===== config.mk =====
export PLATFORM = sky130hd
export DESIGN_NAME = mem_port_arbiter
export DESIGN_NICKNAME = d
export VERILOG_FILES = /design/src/rtl/mem_port_arbiter.sv
export SDC_FILE = /design/constraint.sdc
export NUM_CORES = 1
export LEC_CHECK = 0
export ABC_AREA = 1
export BUFFER_PORTS_ARGS = -buffer_cell sky130_fd_sc_hd__buf_4
export CORE_MARGIN = 10
export CORE_UTILIZATION = 44
export DETAILED_ROUTE_END_ITERATION = 10
export GPL_TIMING_DRIVEN = 0
export PLACE_DENSITY = 0.94
export SLEW_MARGIN = 0
export SYNTH_ARGS = -nofsm -noshare
export SYNTH_HDL_FRONTEND = slang
export SYNTH_SLANG_ARGS = --single-unit
export TNS_END_PERCENT = 100

===== constraint.sdc =====
create_clock -name clk -period 4 [get_ports clk]
set_input_delay 0 -clock clk [delete_from_list [all_inputs] [get_ports clk]]
set_output_delay 0 -clock clk [all_outputs]
set_load 0.02 [all_outputs]

===== src/rtl/mem_port_arbiter.sv =====
// Shared memory-port arbiter: serialises instruction-fetch and data requests
// onto a single SRAM-like port. There is one outstanding transaction at a time,
// and data requests take priority over fetches. A store with an all-zero byte
// select is completed locally as an address error and never reaches memory.
module mem_port_arbiter #(
    parameter int ADDR_W = 32,
    parameter int DATA_W = 32
) (
    input  logic              clk,
    input  logic              resetn,
    // fetch side
    input  logic              inst_req,
    input  logic [ADDR_W-1:0] inst_addr,
    output logic [DATA_W-1:0] inst_rdata,
    output logic              inst_data_ok,
    // data side
    input  logic              data_req,
    input  logic              data_wr,
    input  logic [3:0]        data_sel,
    input  logic [ADDR_W-1:0] data_addr,
    input  logic [DATA_W-1:0] data_wdata,
    output logic [DATA_W-1:0] data_rdata,
    output logic              data_data_ok,
    output logic              addr_err,
    output logic              stall,
    // memory side
    output logic              mem_req,
    output logic              mem_wr,
    output logic [3:0]        mem_wstrb,
    output logic [ADDR_W-1:0] mem_addr,
    output logic [DATA_W-1:0] mem_wdata,
    input  logic              mem_addr_ok,
    input  logic              mem_data_ok,
    input  logic [DATA_W-1:0] mem_rdata
);

    typedef enum logic [2:0] {
        ST_IDLE  = 3'd0,
        ST_DREQ  = 3'd1,
        ST_DWAIT = 3'd2,
        ST_IREQ  = 3'd3,
        ST_IWAIT = 3'd4,
        ST_DERR  = 3'd5
    } state_t;

    state_t              state_r;
    state_t              next_state_s;
    logic                mem_req_r;
    logic                mem_wr_r;
    logic [3:0]          mem_wstrb_r;
    logic [ADDR_W-1:0]   mem_addr_r;
    logic [DATA_W-1:0]   mem_wdata_r;
    logic                addr_err_r;
    logic                grant_data_s;
    logic                grant_inst_s;
    logic                misaligned_s;

    // Next-state decode and grant selection; data wins over fetch in IDLE
    always_comb begin
        next_state_s = state_r;
        grant_data_s = 1'b0;
        grant_inst_s = 1'b0;
        misaligned_s = data_req && data_wr && (data_sel == 4'b0000);
        case (state_r)
            ST_IDLE: begin
                if (misaligned_s) begin
                    next_state_s = ST_DERR;
                end else if (data_req) begin
                    next_state_s = ST_DREQ;
                    grant_data_s = 1'b1;
                end else if (inst_req) begin
                    next_state_s = ST_IREQ;
                    grant_inst_s = 1'b1;
                end else begin
                    next_state_s = ST_IDLE;
                end
            end
            ST_DREQ: begin
                if (mem_addr_ok) begin
                    next_state_s = ST_DWAIT;
                end else begin
                    next_state_s = ST_DREQ;
                end
            end
            ST_IREQ: begin
                if (mem_addr_ok) begin
                    next_state_s = ST_IWAIT;
                end else begin
                    next_state_s = ST_IREQ;
                end
            end
            ST_DWAIT: begin
                if (mem_data_ok) begin
                    next_state_s = ST_IDLE;
                end else begin
                    next_state_s = ST_DWAIT;
                end
            end
            ST_IWAIT: begin
                if (mem_data_ok) begin
                    next_state_s = ST_IDLE;
                end else begin
                    next_state_s = ST_IWAIT;
                end
            end
            ST_DERR: begin
                next_state_s = ST_IDLE;
            end
            default: begin
                next_state_s = ST_IDLE;
            end
        endcase
    end

    // State register and registered memory-port fields latched at grant time
    always_ff @(posedge clk) begin
        if (!resetn) begin
            state_r     <= ST_IDLE;
            mem_req_r   <= 1'b0;
            mem_wr_r    <= 1'b0;
            mem_wstrb_r <= 4'b0000;
            mem_addr_r  <= '0;
            mem_wdata_r <= '0;
            addr_err_r  <= 1'b0;
        end else begin
            state_r    <= next_state_s;
            mem_req_r  <= (next_state_s == ST_DREQ) || (next_state_s == ST_IREQ);
            addr_err_r <= (next_state_s == ST_DERR);
            if (grant_data_s) begin
                mem_addr_r  <= data_addr;
                mem_wr_r    <= data_wr;
                mem_wstrb_r <= data_wr ? data_sel : 4'b0000;
                mem_wdata_r <= data_wdata;
            end else if (grant_inst_s) begin
                mem_addr_r  <= inst_addr;
                mem_wr_r    <= 1'b0;
                mem_wstrb_r <= 4'b0000;
                mem_wdata_r <= mem_wdata_r;
            end else begin
                mem_addr_r  <= mem_addr_r;
                mem_wr_r    <= mem_wr_r;
                mem_wstrb_r <= mem_wstrb_r;
                mem_wdata_r <= mem_wdata_r;
            end
        end
    end

    // Completion strobes and read-data pass-through; responses only count in the WAIT states
    always_comb begin
        data_data_ok = 1'b0;
        inst_data_ok = 1'b0;
        data_rdata   = '0;
        inst_rdata   = '0;
        if ((state_r == ST_DWAIT) && mem_data_ok) begin
            data_data_ok = 1'b1;
            data_rdata   = mem_rdata;
        end else if (state_r == ST_DERR) begin
            data_data_ok = 1'b1;
            data_rdata   = '0;
        end else begin
            data_data_ok = 1'b0;
            data_rdata   = '0;
        end
        if ((state_r == ST_IWAIT) && mem_data_ok) begin
            inst_data_ok = 1'b1;
            inst_rdata   = mem_rdata;
        end else begin
            inst_data_ok = 1'b0;
            inst_rdata   = '0;
        end
    end

    // Pipeline stall while any request is still waiting for its completion
    always_comb begin
        stall = (data_req && !data_data_ok) || (inst_req && !inst_data_ok);
    end

    assign mem_req   = mem_req_r;
    assign mem_wr    = mem_wr_r;
    assign mem_wstrb = mem_wstrb_r;
    assign mem_addr  = mem_addr_r;
    assign mem_wdata = mem_wdata_r;
    assign addr_err  = addr_err_r;

endmodule

* Word level (Yosys, flattened, before mapping)
Index checks and enable logic that the tools add are counted.
Cells by class: add/subtract/negate cells 0, multipliers 0, divide/modulo/power cells 0, $lt $le $gt $ge 0, eq/ne operators 8, shift-type cells 0, mux-type cells 27, bitwise operators 0, reduce and logical (&&, ||, !) cells 13
Operator list (number):
- two-way mux 32 bit | 4
- one-hot mux 3 bit (5 select lines) | 1
- two-way mux 1 bit | 12
- two-way mux 4 bit | 3
- equality test 3 x 2 -> 1 bit (second input constant) | 3
- equality test 3 bit (second input constant) | 3
- two-way mux 3 bit | 3
- two-way mux 2 bit | 4
- equality test 3 x 1 -> 1 bit (second input constant) | 2
- logical AND 1 bit | 6
- zero test 4 bit | 1
- zero test 3 bit | 1
- zero test 1 bit | 2
- logical OR 1 bit | 2
- nonzero test 2 bit | 1
Storage, ports and cells: flip-flop bits (word level) 74, bits in latches 0, bits in writable memories 0, memory bits (read-only) 0, bits of input ports 139, word-level logic and storage cells 55, memories 0

* Logic depth before layout (Yosys ltp)
depth in word-level cells 6, depth in mapped cells 10

* Worst setup path after synthesis
No wires, ideal clock.
path kind register -> output, start register state_r[1], end output port inst_rdata[10], arrival 1.561 ns, data required time 4.000 ns, path slack 2.439 ns, stages on the path, launching flop included 7, cells stage by stage dfxtp_1 > nor2_2 > nand2_1 > nor2_1 > inv_1 > buf_1 > nor2_1
On the way: longest elaborated chain between the ends 3
RTL lines:
- start: declaration | line 46 | state_t state_r;
- start signal: assignment | line 126 | state_r <= next_state_s;
- equality test 3 bit | line 164 | if ((state_r == ST_IWAIT) && mem_data_ok) begin
- logical AND 1 bit | line 164
- two-way mux 32 bit | line 164
- end: declaration | line 14 | output logic [DATA_W-1:0] inst_rdata,
Every way passes these cells.

* Worst setup path in the final report
start input port data_sel[0], end register mem_addr_r[3], in the netlist mem_addr[3]
On the way: longest elaborated chain between the ends 5, elaborated cells on any way between the ends 8, classes of those cells mux: 5; reduce/logical: 3
RTL lines:
- start: declaration | line 19 | input logic [3:0] data_sel,
- zero test 4 bit (*) | line 63 | misaligned_s = data_req && data_wr && (data_sel == 4'b0000);
- logical AND 1 bit (*) | line 63
- two-way mux 1 bit | line 66 | if (misaligned_s) begin
- two-way mux 1 bit | line 64 | case (state_r)
- two-way mux 32 bit / nonzero test 2 bit (equally long branches)
- end signal: assignment | line 130 | mem_addr_r <= data_addr;
- end signal: assignment | line 135 | mem_addr_r <= inst_addr;
- end signal: assignment | line 140 | mem_addr_r <= mem_addr_r;
- end: declaration | line 51 | logic [ADDR_W-1:0] mem_addr_r;
Mark *: on every way between the ends. The rest lies on a longest branch, timed or not. A chain may end at the register's enable or synchronous reset.

==> impl_metrics.tcl <==
set metrics [dict create \
    dp_hpwl_mm 12.9 \
    syn_inst 593 \
    start_util_pct 44.6 \
    relSlewSlack_pct 64.3 \
    wl_per_cell_um 18.6 \
    rows 34 \
    p_comb_share_pct 39.4 \
    area_delta_synth_final_pct 87.0 \
    postLayoutCellArea_um2 7170 \
    synth_top_area_share_pct 38.6 \
    grt_pass1_wl_mm 30.8 \
    slew_violations 0 \
    grt_setup_unrepaired "false" \
    synth_warnings 0 \
    reg2reg_depth 8 \
    cp.arrival_ns 2.79 \
    reg2reg_slack_ns 1.56 \
    grt_pass1_vias 5874 \
    htree_levels 3 \
    period_share_pct 62.4 \
    internal_power_uw 1480 \
    period_needed_ns 2.50 \
    startpoint "data_sel[0]" \
    power_switching_uw 861 \
    min_path_type "in2reg" \
    fin_skew_ns 0.0132 \
    setup_viol 0 \
    drc_errors 0 \
    outcome "complete, no violations" \
    dr.first_iter.drc_count 369 \
    avgSynthCellArea_um2 6.47 \
    worstSetupStartpointType "primary input" \
    die_h_um 113 \
    portBuffers 275 \
    switching_share_pct 36.7 \
    syn_nets 732 \
    cap_violations 0 \
    irDropWorstVdd_uv 227 \
    routed-via-count 5656 \
    num-nets-final 1113 \
    cellPowerDensity_nw_per_um2 327 \
    post-cts-setup-buffers 0 \
    ys.flop_type "dfxtp_1" \
    insertion_delay_ns 0.36 \
    final.setup.tns_ns 0 \
    tritoncts "yes" \
    wirelength_mm 20.2 \
    required_ns 4.29 \
    critPathMaxFanout 10 \
    cts.path.max_buffers 2 \
    clock.fmax_mhz 400 \
    track_usage_pct 29.5 \
    synth_top_area_cell "dfxtp_1" \
    cts_sinks 74 \
    crit_path_end_kind "flip-flop" \
    synth_cell_types 23 \
    placeableCoreArea_um2 8590 \
    power.leakage_uw 0.00368 \
    place_area_um2 6040 \
    fillCellCount 504 \
    cts_made_buffers 9 \
    grt_max_degree 16 \
    crit_path_end "mem_addr[3]" \
    clkTransAtPathRegs_ns 0.09 \
    top_level_ports 277 \
    sequentialPowerShare_pct 36.6 \
    die-area_um2 12900 \
    viasPerCell 5.20 \
    worst-setup-path-type "in2reg" \
    clkPwrFrac_pct 24.0 \
    place_congestion 0.835 \
    synth-seq-cells 74 \
    root_buffer "clkbuf_8" \
    synth.yosys.seq_area_share_pct 38.6 \
    grt_antenna_before_repair 1 \
    synth_area_um2 3840 \
    r2r_start "state_r[2]" \
    die_x_um 113 \
    reg2reg_to "mem_addr[3]" \
    finalHoldViolCount 0 \
    yosys.cell_count.top_type "nor2_1" \
    drive_gt1_share_pct 31.8 \
    synthTopCellsByCount "nor2_1 (105), nand2_1 (102), dfxtp_1 (74)" \
    tightestPinTransition_ns 0.535 \
    first_pass_iters 5 \
    async_flop_share_pct 0 \
    synth-edff-count 0 \
    ant_nets 0 \
    synth_area_leaders "dfxtp_1 (39%), nor2_1 (10%), nand2_1 (10%)" \
    overflow 0 \
]
-- critical path: stages --
cell,delay (ns)
dlygate4sd3_1,0.56
buf_4,0.15
nor2_1,0.16
nand3_2,0.27
nand2_1,0.20
clkbuf_1,0.36
o21ai_0,0.22
nand2_1,0.10
dlygate4sd3_1,0.58
inv_1,0.07
nor2_1,0.12
-- final cells by class --
class / instances / area, um2 / area share (%)
antenna: 1 / 2.50 / 0.0349
buffer: 46 / 234 / 3.26
sequential: 74 / 1480 / 20.7
inverter: 75 / 282 / 3.92
clock inverter: 7 / 60.1 / 0.837
timing repair buffer: 370 / 3020 / 42.0
tap: 108 / 135 / 1.88
multi-input combinational: 398 / 1840 / 25.6
clock buffer: 9 / 124 / 1.73
-- worst min-delay path by stage --
stage | cells after the start | slack (ns) | from | endpoint
floorplan | 2 | 0.14 | mem_rdata[0] | data_rdata[0]
global placement | 3 | 0.28 | data_wdata[28] | mem_wdata[28]
detailed placement | 3 | 0.29 | data_wdata[21] | mem_wdata[21]
CTS | 5 | 0.0001 | data_addr[29] | mem_addr[29]
global route | 5 | 0.03 | data_addr[29] | mem_addr[29]
finish | 5 | 0.006 | data_addr[30] | mem_addr[30]
-- power groups by stage --
stage	logic, uW	clock network (uW)	registers, uW
finish	924	563	858
global route	990	586	864
CTS	876	555	851
detailed placement	762	0	868
global placement	751	0	865
floorplan	334	0	959
-- metrics by stage --
stage | setup slack [ns] | hold slack, ns | utilization, % | power (uW) | cells
3_5_place_dp | 2.29 | 0.289 | 70.2 | 1630 | 976
4_1_cts | 1.75 | 0.000124 | 83.4 | 2280 | 1087
6_report | 1.50 | 0.00580 | 83.5 | 2340 | 1088
3_3_place_gp | 2.34 | 0.282 | 70.2 | 1620 | 976
2_1_floorplan | 2.44 | 0.141 | - | 1290 | 593
5_1_grt | 1.39 | 0.0328 | 83.5 | 2440 | 1088
-- state kept, by name (all words and copies together) (netlist names) --
register   count
state_r        3
mem_wdata     32
mem_addr      32
mem_wr         1
mem_req        1
addr_err       1
mem_wstrb      4
-- timing repair --
item / 4_1_cts / 5_1_grt
endpoints found under the hold margin: 66 / 0
gates resized for setup: 0 / 0
hold buffers: 95 / 0
-- cells by family (layout without fill, tap and decap cells) --
kind of cell	Yosys count	in the layout	share of synthesized area [%]
AO/OA/AOI/OAI	74	74	9.75
buffers and inverters	121	507	13.4
flip-flops	74	74	38.6
other	0	1	0
AND/OR/NAND/NOR	324	324	38.2
-- cell usage in the layout, fill, tap and decap left out, drive strengths merged --
cell type	Yosys	layout
a21oi	37	37
buf	21	296
clkbuf	25	34
clkinv	12	13
clkinvlp	0	3
dfxtp	74	74
diode	0	1
dlygate4sd3	0	95
inv	63	66
nand2	103	103
nand3	73	73
nand3b	32	32
nand4	7	7
nor2	107	107
nor3	2	2
o21ai	35	35
o22ai	1	1
o31ai	1	1
-- routing by layer --
metal	vias up	track usage (%)	wire length, um
met4	0	17.8	1160
met5	-	0	0
met1	2580	27.8	6810
met3	92	8.35	1690
met2	349	55.2	10600
li1	2635	-	-
No activity file was read; power rests on OpenSTA's default activity.
